**src/rtl/load_store_unit.sv**
```systemverilog
// ---------------------------------------------------------------------------
// load_store_unit
//
// Purpose:
//   Bridges the RV32I memory stage to the byte-addressed data port of mem_ctl.
//   Each request is validated (funct3, optional alignment trap). Legal
//   requests become a single strobed access. The load result is sign- or
//   zero-extended and returned with a one-cycle response pulse and an error
//   code. A stalled access is bounded by a timeout counter.
//
// Optional feature macro:
//   LSU_MISALIGN_TRAP_EN - when defined, misaligned halfword/word accesses
//                          are rejected with code 01 and never issued.
//                          When undefined, every address is issued as-is.
//
// Parameters:
//   TIMEOUT_CYCLES - strobe cycles without mem_ready before a timeout
//                    response (code 11); 0 disables the timeout.
//
// Ports:
//   clk, rst_n        clock, asynchronous active-low reset
//   req_valid/ready   request handshake (ready only while idle)
//   req_we            1 = store, 0 = load
//   req_funct3        RV32I funct3 of the access
//   req_addr          byte address
//   req_wdata         right-aligned store data
//   resp_valid        one-cycle response pulse
//   resp_rdata        extended load data (0 for stores and errors)
//   resp_err          request failed
//   resp_err_code     00 none, 01 misaligned, 10 illegal funct3, 11 timeout
//   mem_addr          access address to mem_ctl
//   mem_wdata         right-aligned store data, unused upper bytes zeroed
//   mem_wflag         store funct3
//   mem_we / mem_re   write / read strobes, held until mem_ready
//   mem_rdata         bytes addr+3..addr+0 from mem_ctl
//   mem_ready         access complete
// ---------------------------------------------------------------------------
module load_store_unit #(
  parameter int TIMEOUT_CYCLES = 255
) (
  input  logic        clk,
  input  logic        rst_n,
  input  logic        req_valid,
  output logic        req_ready,
  input  logic        req_we,
  input  logic [2:0]  req_funct3,
  input  logic [31:0] req_addr,
  input  logic [31:0] req_wdata,
  output logic        resp_valid,
  output logic [31:0] resp_rdata,
  output logic        resp_err,
  output logic [1:0]  resp_err_code,
  output logic [31:0] mem_addr,
  output logic [31:0] mem_wdata,
  output logic [2:0]  mem_wflag,
  output logic        mem_we,
  output logic        mem_re,
  input  logic [31:0] mem_rdata,
  input  logic        mem_ready
);

  typedef enum logic [1:0] {
    ST_IDLE  = 2'd0,
    ST_ISSUE = 2'd1,
    ST_RESP  = 2'd2
  } state_t;

  localparam logic [1:0] ERR_NONE     = 2'b00;
  localparam logic [1:0] ERR_MISALIGN = 2'b01;
  localparam logic [1:0] ERR_FUNCT3   = 2'b10;
  localparam logic [1:0] ERR_TIMEOUT  = 2'b11;

  // The counter only has to reach TIMEOUT_CYCLES-1.
  localparam int          CW      = (TIMEOUT_CYCLES > 1) ? $clog2(TIMEOUT_CYCLES) : 1;
  localparam logic [CW-1:0] TO_LAST = CW'((TIMEOUT_CYCLES > 0) ? (TIMEOUT_CYCLES - 1) : 0);
  localparam logic        TO_EN   = (TIMEOUT_CYCLES > 0);

  // Loads accept LB/LH/LW/LBU/LHU, stores accept SB/SH/SW.
  function automatic logic f_funct3_legal(input logic we, input logic [2:0] f3);
    logic ok;
    if (we) begin
      ok = (f3 == 3'b000) || (f3 == 3'b001) || (f3 == 3'b010);
    end else begin
      case (f3)
        3'b000, 3'b001, 3'b010, 3'b100, 3'b101: ok = 1'b1;
        default:                                ok = 1'b0;
      endcase
    end
    return ok;
  endfunction

  // Right-aligned store data with the bytes beyond the access size cleared.
  function automatic logic [31:0] f_store_data(input logic [1:0] size, input logic [31:0] d);
    logic [31:0] v;
    case (size)
      2'b00:   v = {24'h000000, d[7:0]};
      2'b01:   v = {16'h0000, d[15:0]};
      default: v = d;
    endcase
    return v;
  endfunction

  // Load extension: funct3[2] selects zero-extension, funct3[1:0] the size.
  function automatic logic [31:0] f_load_ext(input logic [2:0] f3, input logic [31:0] d);
    logic [31:0] v;
    case (f3)
      3'b000:  v = {{24{d[7]}}, d[7:0]};
      3'b001:  v = {{16{d[15]}}, d[15:0]};
      3'b100:  v = {24'h000000, d[7:0]};
      3'b101:  v = {16'h0000, d[15:0]};
      default: v = d;
    endcase
    return v;
  endfunction

`ifdef LSU_MISALIGN_TRAP_EN
  // Halfwords need an even address, words a 4-byte aligned one.
  function automatic logic f_misaligned(input logic [1:0] size, input logic [1:0] a);
    logic m;
    case (size)
      2'b01:   m = a[0];
      2'b10:   m = (a != 2'b00);
      default: m = 1'b0;
    endcase
    return m;
  endfunction
`endif

  state_t         r_state, w_state_nxt;
  logic           r_we, w_we_nxt;
  logic [2:0]     r_funct3, w_funct3_nxt;
  logic [CW-1:0]  r_to_cnt, w_to_cnt_nxt;
  logic           r_req_ready, w_req_ready_nxt;
  logic           r_resp_valid, w_resp_valid_nxt;
  logic [31:0]    r_resp_rdata, w_resp_rdata_nxt;
  logic           r_resp_err, w_resp_err_nxt;
  logic [1:0]     r_resp_err_code, w_resp_err_code_nxt;
  logic [31:0]    r_mem_addr, w_mem_addr_nxt;
  logic [31:0]    r_mem_wdata, w_mem_wdata_nxt;
  logic [2:0]     r_mem_wflag, w_mem_wflag_nxt;
  logic           r_mem_we, w_mem_we_nxt;
  logic           r_mem_re, w_mem_re_nxt;
  logic           w_legal;
  logic           w_misaligned;

  assign w_legal = f_funct3_legal(req_we, req_funct3);

`ifdef LSU_MISALIGN_TRAP_EN
  assign w_misaligned = f_misaligned(req_funct3[1:0], req_addr[1:0]);
`else
  // mem_ctl is byte-addressed, so any address can be issued directly.
  assign w_misaligned = 1'b0;
`endif

  // Next-state and next-output computation for the request FSM.
  always_comb begin
    w_state_nxt         = r_state;
    w_we_nxt            = r_we;
    w_funct3_nxt        = r_funct3;
    w_to_cnt_nxt        = r_to_cnt;
    w_req_ready_nxt     = r_req_ready;
    w_resp_valid_nxt    = r_resp_valid;
    w_resp_rdata_nxt    = r_resp_rdata;
    w_resp_err_nxt      = r_resp_err;
    w_resp_err_code_nxt = r_resp_err_code;
    w_mem_addr_nxt      = r_mem_addr;
    w_mem_wdata_nxt     = r_mem_wdata;
    w_mem_wflag_nxt     = r_mem_wflag;
    w_mem_we_nxt        = r_mem_we;
    w_mem_re_nxt        = r_mem_re;

    case (r_state)
      ST_IDLE: begin
        // req_ready rises on the first edge after reset and stays up while idle.
        w_req_ready_nxt = 1'b1;
        if (r_req_ready && req_valid) begin
          w_req_ready_nxt  = 1'b0;
          w_we_nxt         = req_we;
          w_funct3_nxt     = req_funct3;
          w_resp_rdata_nxt = 32'h0000_0000;
          if (!w_legal) begin
            w_state_nxt         = ST_RESP;
            w_resp_err_nxt      = 1'b1;
            w_resp_err_code_nxt = ERR_FUNCT3;
          end else if (w_misaligned) begin
            w_state_nxt         = ST_RESP;
            w_resp_err_nxt      = 1'b1;
            w_resp_err_code_nxt = ERR_MISALIGN;
          end else begin
            w_state_nxt     = ST_ISSUE;
            w_to_cnt_nxt    = '0;
            w_mem_addr_nxt  = req_addr;
            w_mem_wdata_nxt = req_we ? f_store_data(req_funct3[1:0], req_wdata) : 32'h0000_0000;
            w_mem_wflag_nxt = req_we ? req_funct3 : 3'b000;
            w_mem_we_nxt    = req_we;
            w_mem_re_nxt    = !req_we;
          end
        end else begin
          w_state_nxt = ST_IDLE;
        end
      end

      ST_ISSUE: begin
        if (mem_ready) begin
          w_state_nxt         = ST_RESP;
          w_mem_we_nxt        = 1'b0;
          w_mem_re_nxt        = 1'b0;
          w_resp_valid_nxt    = 1'b1;
          w_resp_err_nxt      = 1'b0;
          w_resp_err_code_nxt = ERR_NONE;
          w_resp_rdata_nxt    = r_we ? 32'h0000_0000 : f_load_ext(r_funct3, mem_rdata);
        end else if (TO_EN && (r_to_cnt == TO_LAST)) begin
          w_state_nxt         = ST_RESP;
          w_mem_we_nxt        = 1'b0;
          w_mem_re_nxt        = 1'b0;
          w_resp_valid_nxt    = 1'b1;
          w_resp_err_nxt      = 1'b1;
          w_resp_err_code_nxt = ERR_TIMEOUT;
          w_resp_rdata_nxt    = 32'h0000_0000;
        end else begin
          w_to_cnt_nxt = r_to_cnt + CW'(1);
        end
      end

      ST_RESP: begin
        // Accesses enter here with resp_valid already set. Rejected requests
        // enter with it clear and raise it one edge later, so every request
        // answers no earlier than one cycle after acceptance.
        if (r_resp_valid) begin
          w_state_nxt         = ST_IDLE;
          w_req_ready_nxt     = 1'b1;
          w_resp_valid_nxt    = 1'b0;
          w_resp_err_nxt      = 1'b0;
          w_resp_err_code_nxt = ERR_NONE;
          w_resp_rdata_nxt    = 32'h0000_0000;
        end else begin
          w_resp_valid_nxt = 1'b1;
        end
      end

      default: begin
        w_state_nxt      = ST_IDLE;
        w_req_ready_nxt  = 1'b0;
        w_resp_valid_nxt = 1'b0;
        w_mem_we_nxt     = 1'b0;
        w_mem_re_nxt     = 1'b0;
      end
    endcase
  end

  // State and registered outputs; reset aborts any access in flight.
  always_ff @(posedge clk or negedge rst_n) begin
    if (!rst_n) begin
      r_state         <= ST_IDLE;
      r_we            <= 1'b0;
      r_funct3        <= 3'b000;
      r_to_cnt        <= '0;
      r_req_ready     <= 1'b0;
      r_resp_valid    <= 1'b0;
      r_resp_rdata    <= 32'h0000_0000;
      r_resp_err      <= 1'b0;
      r_resp_err_code <= 2'b00;
      r_mem_addr      <= 32'h0000_0000;
      r_mem_wdata     <= 32'h0000_0000;
      r_mem_wflag     <= 3'b000;
      r_mem_we        <= 1'b0;
      r_mem_re        <= 1'b0;
    end else begin
      r_state         <= w_state_nxt;
      r_we            <= w_we_nxt;
      r_funct3        <= w_funct3_nxt;
      r_to_cnt        <= w_to_cnt_nxt;
      r_req_ready     <= w_req_ready_nxt;
      r_resp_valid    <= w_resp_valid_nxt;
      r_resp_rdata    <= w_resp_rdata_nxt;
      r_resp_err      <= w_resp_err_nxt;
      r_resp_err_code <= w_resp_err_code_nxt;
      r_mem_addr      <= w_mem_addr_nxt;
      r_mem_wdata     <= w_mem_wdata_nxt;
      r_mem_wflag     <= w_mem_wflag_nxt;
      r_mem_we        <= w_mem_we_nxt;
      r_mem_re        <= w_mem_re_nxt;
    end
  end

  assign req_ready     = r_req_ready;
  assign resp_valid    = r_resp_valid;
  assign resp_rdata    = r_resp_rdata;
  assign resp_err      = r_resp_err;
  assign resp_err_code = r_resp_err_code;
  assign mem_addr      = r_mem_addr;
  assign mem_wdata     = r_mem_wdata;
  assign mem_wflag     = r_mem_wflag;
  assign mem_we        = r_mem_we;
  assign mem_re        = r_mem_re;

endmodule

```
**config.mk**
```make
export PLATFORM = sky130hd
export DESIGN_NAME = load_store_unit
export DESIGN_NICKNAME = d
export VERILOG_FILES = /design/src/rtl/load_store_unit.sv
export SDC_FILE = /design/constraint.sdc
export NUM_CORES = 1
export LEC_CHECK = 0
export ABC_AREA = 0
export CAP_MARGIN = 5
export CORE_ASPECT_RATIO = 0.6
export CORE_MARGIN = 2
export CORE_UTILIZATION = 43
export CTS_CLUSTER_SIZE = 14
export DETAILED_ROUTE_END_ITERATION = 8
export PLACE_DENSITY = 0.88
export SYNTH_ARGS = -nofsm -noshare
export SYNTH_HDL_FRONTEND = slang
export SYNTH_SLANG_ARGS = --single-unit
```
**constraint.sdc**
```tcl
create_clock -name clk -period 2.17 [get_ports clk]
set_input_delay 0.3255 -clock clk [delete_from_list [all_inputs] [get_ports clk]]
set_output_delay 0.3255 -clock clk [all_outputs]
set_load 0.02 [all_outputs]
```
==> results by group, run 1 <==
Clock tree
  – CTS tree: done
  – CTS H-tree lvls: 4
  – Clock-pin slew of the registers on the worst-case setup and hold paths: 0.06 ns
  – Worst skew pair latency: 0.40 ns
  – CTS max path bufs: 2
  – Clock tree root buffer cell: clkbuf_16
  – Num CTS Buffers: 17
  – TritonCTS Sinks: 119

Job
  – Max Cap Viol: 0

Layout
  – Post-route cell area: 0.008258 mm²
  – ANT cells: 0
  – Share of cells above drive strength 1: 0.1572
  – Multi-input logic area: 0.002041 mm²
  – Synth-to-layout area growth: 59.00%
  – Final #Nets: 802
  – Layout filler cell count: 858
  – Reg area: 0.002978 mm²

Synth
  – Cell taking the most area after synthesis: dfrtp_1
  – Synthesized instance count: 470
  – Mean post-synth cell area: 11.05 µm²
  – Leading post-synthesis cells by cell area: dfrtp_1, mux2_2, o21ai_0, nand2_1, o31ai_1
  – Synth top area share: 0.5734
  – Syn Nets: 579
  – Ys async rst share: 1.000
  – Synth unique cells: 43
  – Yosys warning total: 0
  – Yosys reg bits: 119
  – Post-synth EDFFs: 0
  – Register area share after synthesis: 0.5734
  – Most used DFF post-synth: dfrtp_1
  – Area of the mapped netlist: 0.005194 mm²

STA
  – Final hold violation count: 0
  – Min cycle time layout: 2.055 ns
  – Finish-stage setup viols: 0
  – Final Slew Violations: 0
  – Fmax: 486.7 MHz
  – Period utilization: 0.9468
  – Skew final: 0.009142 ns
  – RSZ-0062 raised after global routing: no
  – Setup WS post-layout: 0.1155 ns
  – Hold slack: 0.3730 ns
  – Slew Limit Headroom: 0.5526
  – Measured slew at the worst slew-check pin: 0.6711 ns

Floorplan
  – Die area: 0.01300 mm²
  – Die W: 145.9 µm
  – Rows: 31
  – Die Ht: 89.13 µm
  – Initial Utilization: 0.4362
  – I/O Pins: 210
  – Core region area: 0.01191 mm²

Setup path
  – Cell depth of the worst setup path: 7
  – Worst endpoint required time: 2.44 ns
  – CP top delay family: compound AO/OA/AOI/OAI gates
  – Crit start category: flip-flop
  – CP max FO: 32
  – CP max stage delay: 0.38 ns
  – CP Capture Type: flip-flop
  – Buf+Inv Stages, Crit Path: 2
  – CP arrival: 2.33 ns
  – Critical-path top delay cell: dfrtp_1
  – Crit path cell chain: inv_1 > ha_1 > nand2b_1 > a21o_1 > or2_1 > buf_12 > o31ai_1
  – R2R cell count: 7
  – CP Class: reg -> reg

Detailed routing
  – Number of routed nets with antenna violations: 0
  – Residual DRC: 0
  – Total Wirelength: 14670 µm
  – Vias: 4581
  – DR vias/cell: 5.259
  – Drt first pass iters: 5
  – Initial drt markers: 252
  – Wire per inst: 16.85 µm

Status
  – Status: finished, final reports clean

Placed design
  – DP HPWL: 10650 µm
  – Post-DP Area: 0.007589 mm²
  – I/O Buffers: 209
  – Dpl ws: -0.02114 ns
  – Placer Congestion: 0.9021

Power
  – Total Power: 11120 µW
  – Peak VDD IR: 0.9230 mV
  – P_leak: 0.003525 µW
  – Power per cell area: 1347 mW/mm²

GRT
  – Largest net degree at the start of global routing: 56
  – Vias in the first global route: 4416
  – Total gr overflow: 0
  – All-Layer GR Usage: 0.2243
  – Initial antenna violation count: 0
  – Global-route wire length before repair: 22780 µm

Min path
  – Hold Crit Class: in -> async
## where the power goes
| part | leakage [µW] | internal, µW | switching, µW |
|---|---|---|---|
| logic | 0.00165 | 2250 | 2350 |
| registers | 0.00156 | 2960 | 485 |
| clock network | 0.000315 | 2050 | 1020 |
## worst paths after layout
check	startpoint	to	slack, ns
min in group clk	req_wdata[18]	mem_wdata[18]	0.48
max	r_state[1]	resp_rdata[16]	0.12
min reg2reg	mem_wdata[20]	mem_wdata[20]	0.48
max reg2reg	r_state[1]	resp_rdata[16]	0.12
min	rst_n	mem_wdata[1]	0.37
max in group asynchronous	rst_n	mem_addr[21]	0.91
## registers in the layout, indices dropped and copies added, names as in the netlist, 2 cells and up
| register | cells |
|---|---|
| mem_addr | 32 |
| mem_wdata | 32 |
| r_funct3 | 3 |
| mem_wflag | 3 |
| r_state | 2 |
| r_to_cnt | 8 |
| resp_rdata | 32 |
## final cells by class
cell class              instances  area share
inverters                       8    0.003636
flip-flops and latches        119      0.3606
repair buffers                235      0.2845
clock inverters                14     0.02712
clock buffers                  18     0.05197
well taps                     165     0.02500
multi-input cells             312      0.2471
## cell families (layout without fill, tap and decap cells)
logic type,after synthesis,count (layout),share of synthesized area
AOI/OAI and AO/OA,126,126,0.1484
DFF,119,119,0.5734
buffers and inverters,39,275,0.03710
adders and majority gates,5,5,0.01205
and+or+nand+nor,133,133,0.1219
muxes,48,48,0.1072
## stage by stage
stage          setup TNS, ns    util  cells
2_1_floorplan              0       -    470
3_3_place_gp               0  0.6373    838
3_5_place_dp        -0.06523  0.6373    838
4_1_cts                    0  0.6930    871
5_1_grt                    0  0.6935    871
6_report                   0  0.6935    871
## repair_timing
item                                   4_1_cts  5_1_grt
setup endpoints to repair                    0       16
hold buffers                                 1        0
gates resized for setup                      0        2
setup buffers                                0        0
endpoints found under the hold margin       20        0
## cell usage after synthesis, types with 3 or more instances
cell and number:
or4_1 3, buf_1 3, nor2b_1 17, a22o_1 10, mux2_4 6, buf_6 4
nand2b_1 5, a21oi_1 13, mux2i_1 5, buf_2 7, clkbuf_1 15, nand4_1 4
and3_1 3, inv_1 8, nor3_1 3, nor4_1 3, mux2_2 37, o31ai_1 21
o21ai_0 70, dfrtp_1 119, nand2_1 75, ha_1 5, nor2_1 9
## cell usage in the layout, fill, tap and decap left out, types with 3 or more instances in the layout
cell type	count
clkdlybuf4s50_1	208
dfrtp_1	119
nand2_1	75
o21ai_0	70
mux2_2	37
o31ai_1	21
buf_4	21
clkbuf_16	17
nor2b_1	16
a21oi_1	13
a22o_1	10
nor2_1	9
inv_1	8
mux2_4	6
clkinv_4	6
nand2b_1	5
mux2i_1	5
ha_1	5
bufinv_16	5
buf_12	5
nand4_1	4
and3_1	3
nor4_1	3
nor3_1	3
or4_1	3
## layer usage
metal	GRT usage	routed length, µm	vias up	part of all wire
met1	0.2926	6287	2224	0.43
met4	0.06863	192	0	0.013
li1	-	-	2100	-
met2	0.3598	6740	236	0.46
met5	0	0	-	0
met3	0.07755	1454	21	0.099
(Power assumes the default switching activity.)
==> inputs of run 2 (changes only) <==
Settings changed: PLACE_DENSITY 0.88 to 0.8.
==> run 2 against run 1 <==
  * Global-route usage fell by 0.38 points
  * Clock skew fell by 0.0038 ns
  * Final cell count rose by 0.34%
  * Hold slack improved by 0.028 ns
  * Cell area fell by 0.56%
  * Non-clock buffer count rose by 3
  * Maximum frequency rose by 1.4%
  * Clock power fell by 6.8%
  * Register-to-register slack improved by 0.03 ns
  * Combinational power barely moved
  * Critical path type unchanged
==> results by group, run 2 (same netlist as run 1, synthesis figures left out) <==
Status
  – Status: finished, final reports clean

Detailed routing
  – Vias: 4482 (-2.2%)
  – DR vias/cell: 5.128 (-2.5%)
  – Wire per inst: 16.42 µm (-2.5%)
  – Residual DRC: 0 (unchanged)
  – Total Wirelength: 14350 µm (-2.2%)
  – Number of routed nets with antenna violations: 0 (unchanged)
  – Drt first pass iters: 5 (unchanged)
  – Initial drt markers: 259 (+2.8%)

Placed design
  – DP HPWL: 10540 µm (-1.0%)
  – Placer Congestion: 0.8317 (-7.8%)
  – I/O Buffers: 209 (unchanged)
  – Post-DP Area: 0.007599 mm² (+0.13%)

Clock tree
  – Post-CTS Setup Bufs: 0 (unchanged)
  – CTS tree: done
  – TritonCTS Sinks: 119 (unchanged)
  – Num CTS Buffers: 17 (unchanged)
  – Clock tree root buffer cell: clkbuf_16
  – CTS max path bufs: 2 (unchanged)
  – Worst skew pair latency: 0.40 ns (about the same)
  – CTS H-tree lvls: 4 (unchanged)
  – Post-cts resize count: 0 (unchanged)
  – Clock-pin slew of the registers on the worst-case setup and hold paths: 0.06 ns (about the same)
  – # hold bufs at CTS: 1 (unchanged)

Floorplan
  – Die area: 0.01300 mm² (unchanged)
  – Initial Utilization: 0.4362 (unchanged)
  – I/O Pins: 210 (unchanged)
  – Core region area: 0.01191 mm² (unchanged)
  – Die Ht: 89.13 µm (unchanged)
  – Rows: 31 (unchanged)
  – Die W: 145.9 µm (unchanged)

Min path
  – Hold Crit Class: in -> async

Layout
  – Layout filler cell count: 852 (-0.70%)
  – Synth-to-layout area growth: 58.11%
  – Commonest non-fill, non-tap cells in the layout: clkdlybuf4s50_1, dfrtp_1, nand2_1
  – Reg area: 0.002978 mm² (unchanged)
  – Final #Nets: 805 (+0.37%)
  – Multi-input logic area: 0.002034 mm² (-0.31%)
  – ANT cells: 0 (unchanged)
  – Post-route cell area: 0.008212 mm² (-0.56%)
  – Commonest non-fill, non-tap cell in the layout: clkdlybuf4s50_1
  – Share of cells above drive strength 1: 0.1594 (+0.002156)

STA
  – Finish-stage setup viols: 0 (unchanged)
  – Skew final: 0.005320 ns (-0.003822 ns)
  – Period utilization: 0.9335 (-0.01328)
  – Fin Setup TNS: 0 ns (unchanged)
  – Fmax: 493.7 MHz (+1.4%)
  – Final Slew Violations: 0 (unchanged)
  – Measured slew at the worst slew-check pin: 0.4285 ns (-0.2425 ns)
  – Slew Limit Headroom: 0.7143 (+0.1618)
  – Min cycle time layout: 2.026 ns (-0.02881 ns)
  – Final hold violation count: 0 (unchanged)
  – RSZ-0062 raised after global routing: no

Power
  – Combinational share of power: 0.423 (+0.009)
  – P_leak: 0.003512 µW (-0.36%)
  – Peak VDD IR: 0.8139 mV (-12%)
  – Switching share of power: 0.3532 (+0.006478)
  – Total Power: 10860 µW (-2.3%)
  – Cell internal pwr: 7025 µW (-3.3%)
  – Reg power frac: 0.313 (+0.003)
  – Clock share of power: 0.263 (-0.013)
  – Power per cell area: 1323 mW/mm² (-1.8%)
  – Psw: 3836 µW (-0.51%)

Setup path
  – Critical-path top delay cell: mux2_2
  – CP max FO: 8 (-75%)
  – CP Capture Type: flip-flop
  – CP max stage delay: 0.39 ns (about the same)
  – Worst endpoint required time: 2.45 ns (about the same)
  – Crit start category: flip-flop
  – CP top delay family: simple AND/OR/NAND/NOR gates
  – Critical path launch point: r_state[0]
  – Buf+Inv Stages, Crit Path: 1 (-1)
  – CP arrival: 2.31 ns (-0.02 ns)
  – Crit path cell chain: inv_1 > ha_1 > nand2b_1 > a21o_1 > nor3_1 > mux2_2
  – R2R Path Start: r_state[0]
  – CP Class: reg -> reg

GRT
  – Largest net degree at the start of global routing: 61 (+8.9%)
  – Total gr overflow: 0 (unchanged)
  – Initial antenna violation count: 0 (unchanged)
  – All-Layer GR Usage: 0.2204 (-0.003824)
  – Global-route wire length before repair: 22390 µm (-1.7%)
  – Vias in the first global route: 4295 (-2.7%)

Job
  – Max Cap Viol: 0 (unchanged)
run 2: cell count changes in the layout (fill, tap and decap cells not counted), moves of 2 or more:
| cell | previous run | this run |
|---|---|---|
| clkinv_2 | 1 | 4 |
| inv_6 | 1 | 3 |
| clkinv_4 | 6 | 3 |
| bufinv_16 | 5 | 3 |
| buf_4 | 21 | 25 |
run 2: routing by layer:
layer	share of wire	GRT usage	wire (µm)
met1	0.47	0.3087	6693
met2	0.44	0.3255	6305
met3	0.080	0.07296	1154
met4	0.014	0.07487	198
met5	0	0	0
run 2: cell type report:
type / count / area share
Multi-Input combinational cell: 312 / 0.2478
Inverter: 8 / 0.003657
Clock inverter: 15 / 0.02164
Timing Repair Buffer: 238 / 0.2874
Tap cell: 165 / 0.02514
Sequential cell: 119 / 0.3626
Clock buffer: 17 / 0.05181
run 2: path summary, 6_finish.rpt:
check	to	slack, ns	cells after the start
worst max-delay path	resp_err_code[0]	0.14	6
worst min-delay path	mem_wdata[3]	0.40	2
worst max register to register	resp_err_code[0]	0.14	6
worst min register to register	mem_wdata[15]	0.48	2
max in group asynchronous	mem_addr[19]	1.10	3
min in group clk	mem_wdata[16]	0.47	3
run 2: power by group through the flow:
stage	registers, µW	logic [µW]	clock network [µW]
after floorplan	4210	1650	0
after global placement	3390	4490	0
after detailed placement	3430	4600	0
after CTS	3400	4620	2920
after global routing	3490	4930	3020
final	3400	4600	2860
run 2: metrics by stage:
| step | utilization | instances | hold WS [ns] | worst slack [ns] |
|---|---|---|---|---|
| 6_report | 0.6896 | 874 | 0.4010 | 0.1443 |
| 5_1_grt | 0.6896 | 874 | 0.4164 | 0.04520 |
| 4_1_cts | 0.6896 | 874 | 0.3942 | 0.1510 |
| 3_5_place_dp | 0.6381 | 841 | 0.2911 | 0.05721 |
| 3_3_place_gp | 0.6381 | 841 | 0.2818 | 0.09662 |
| 2_1_floorplan | - | 470 | 0.02991 | 0.1834 |
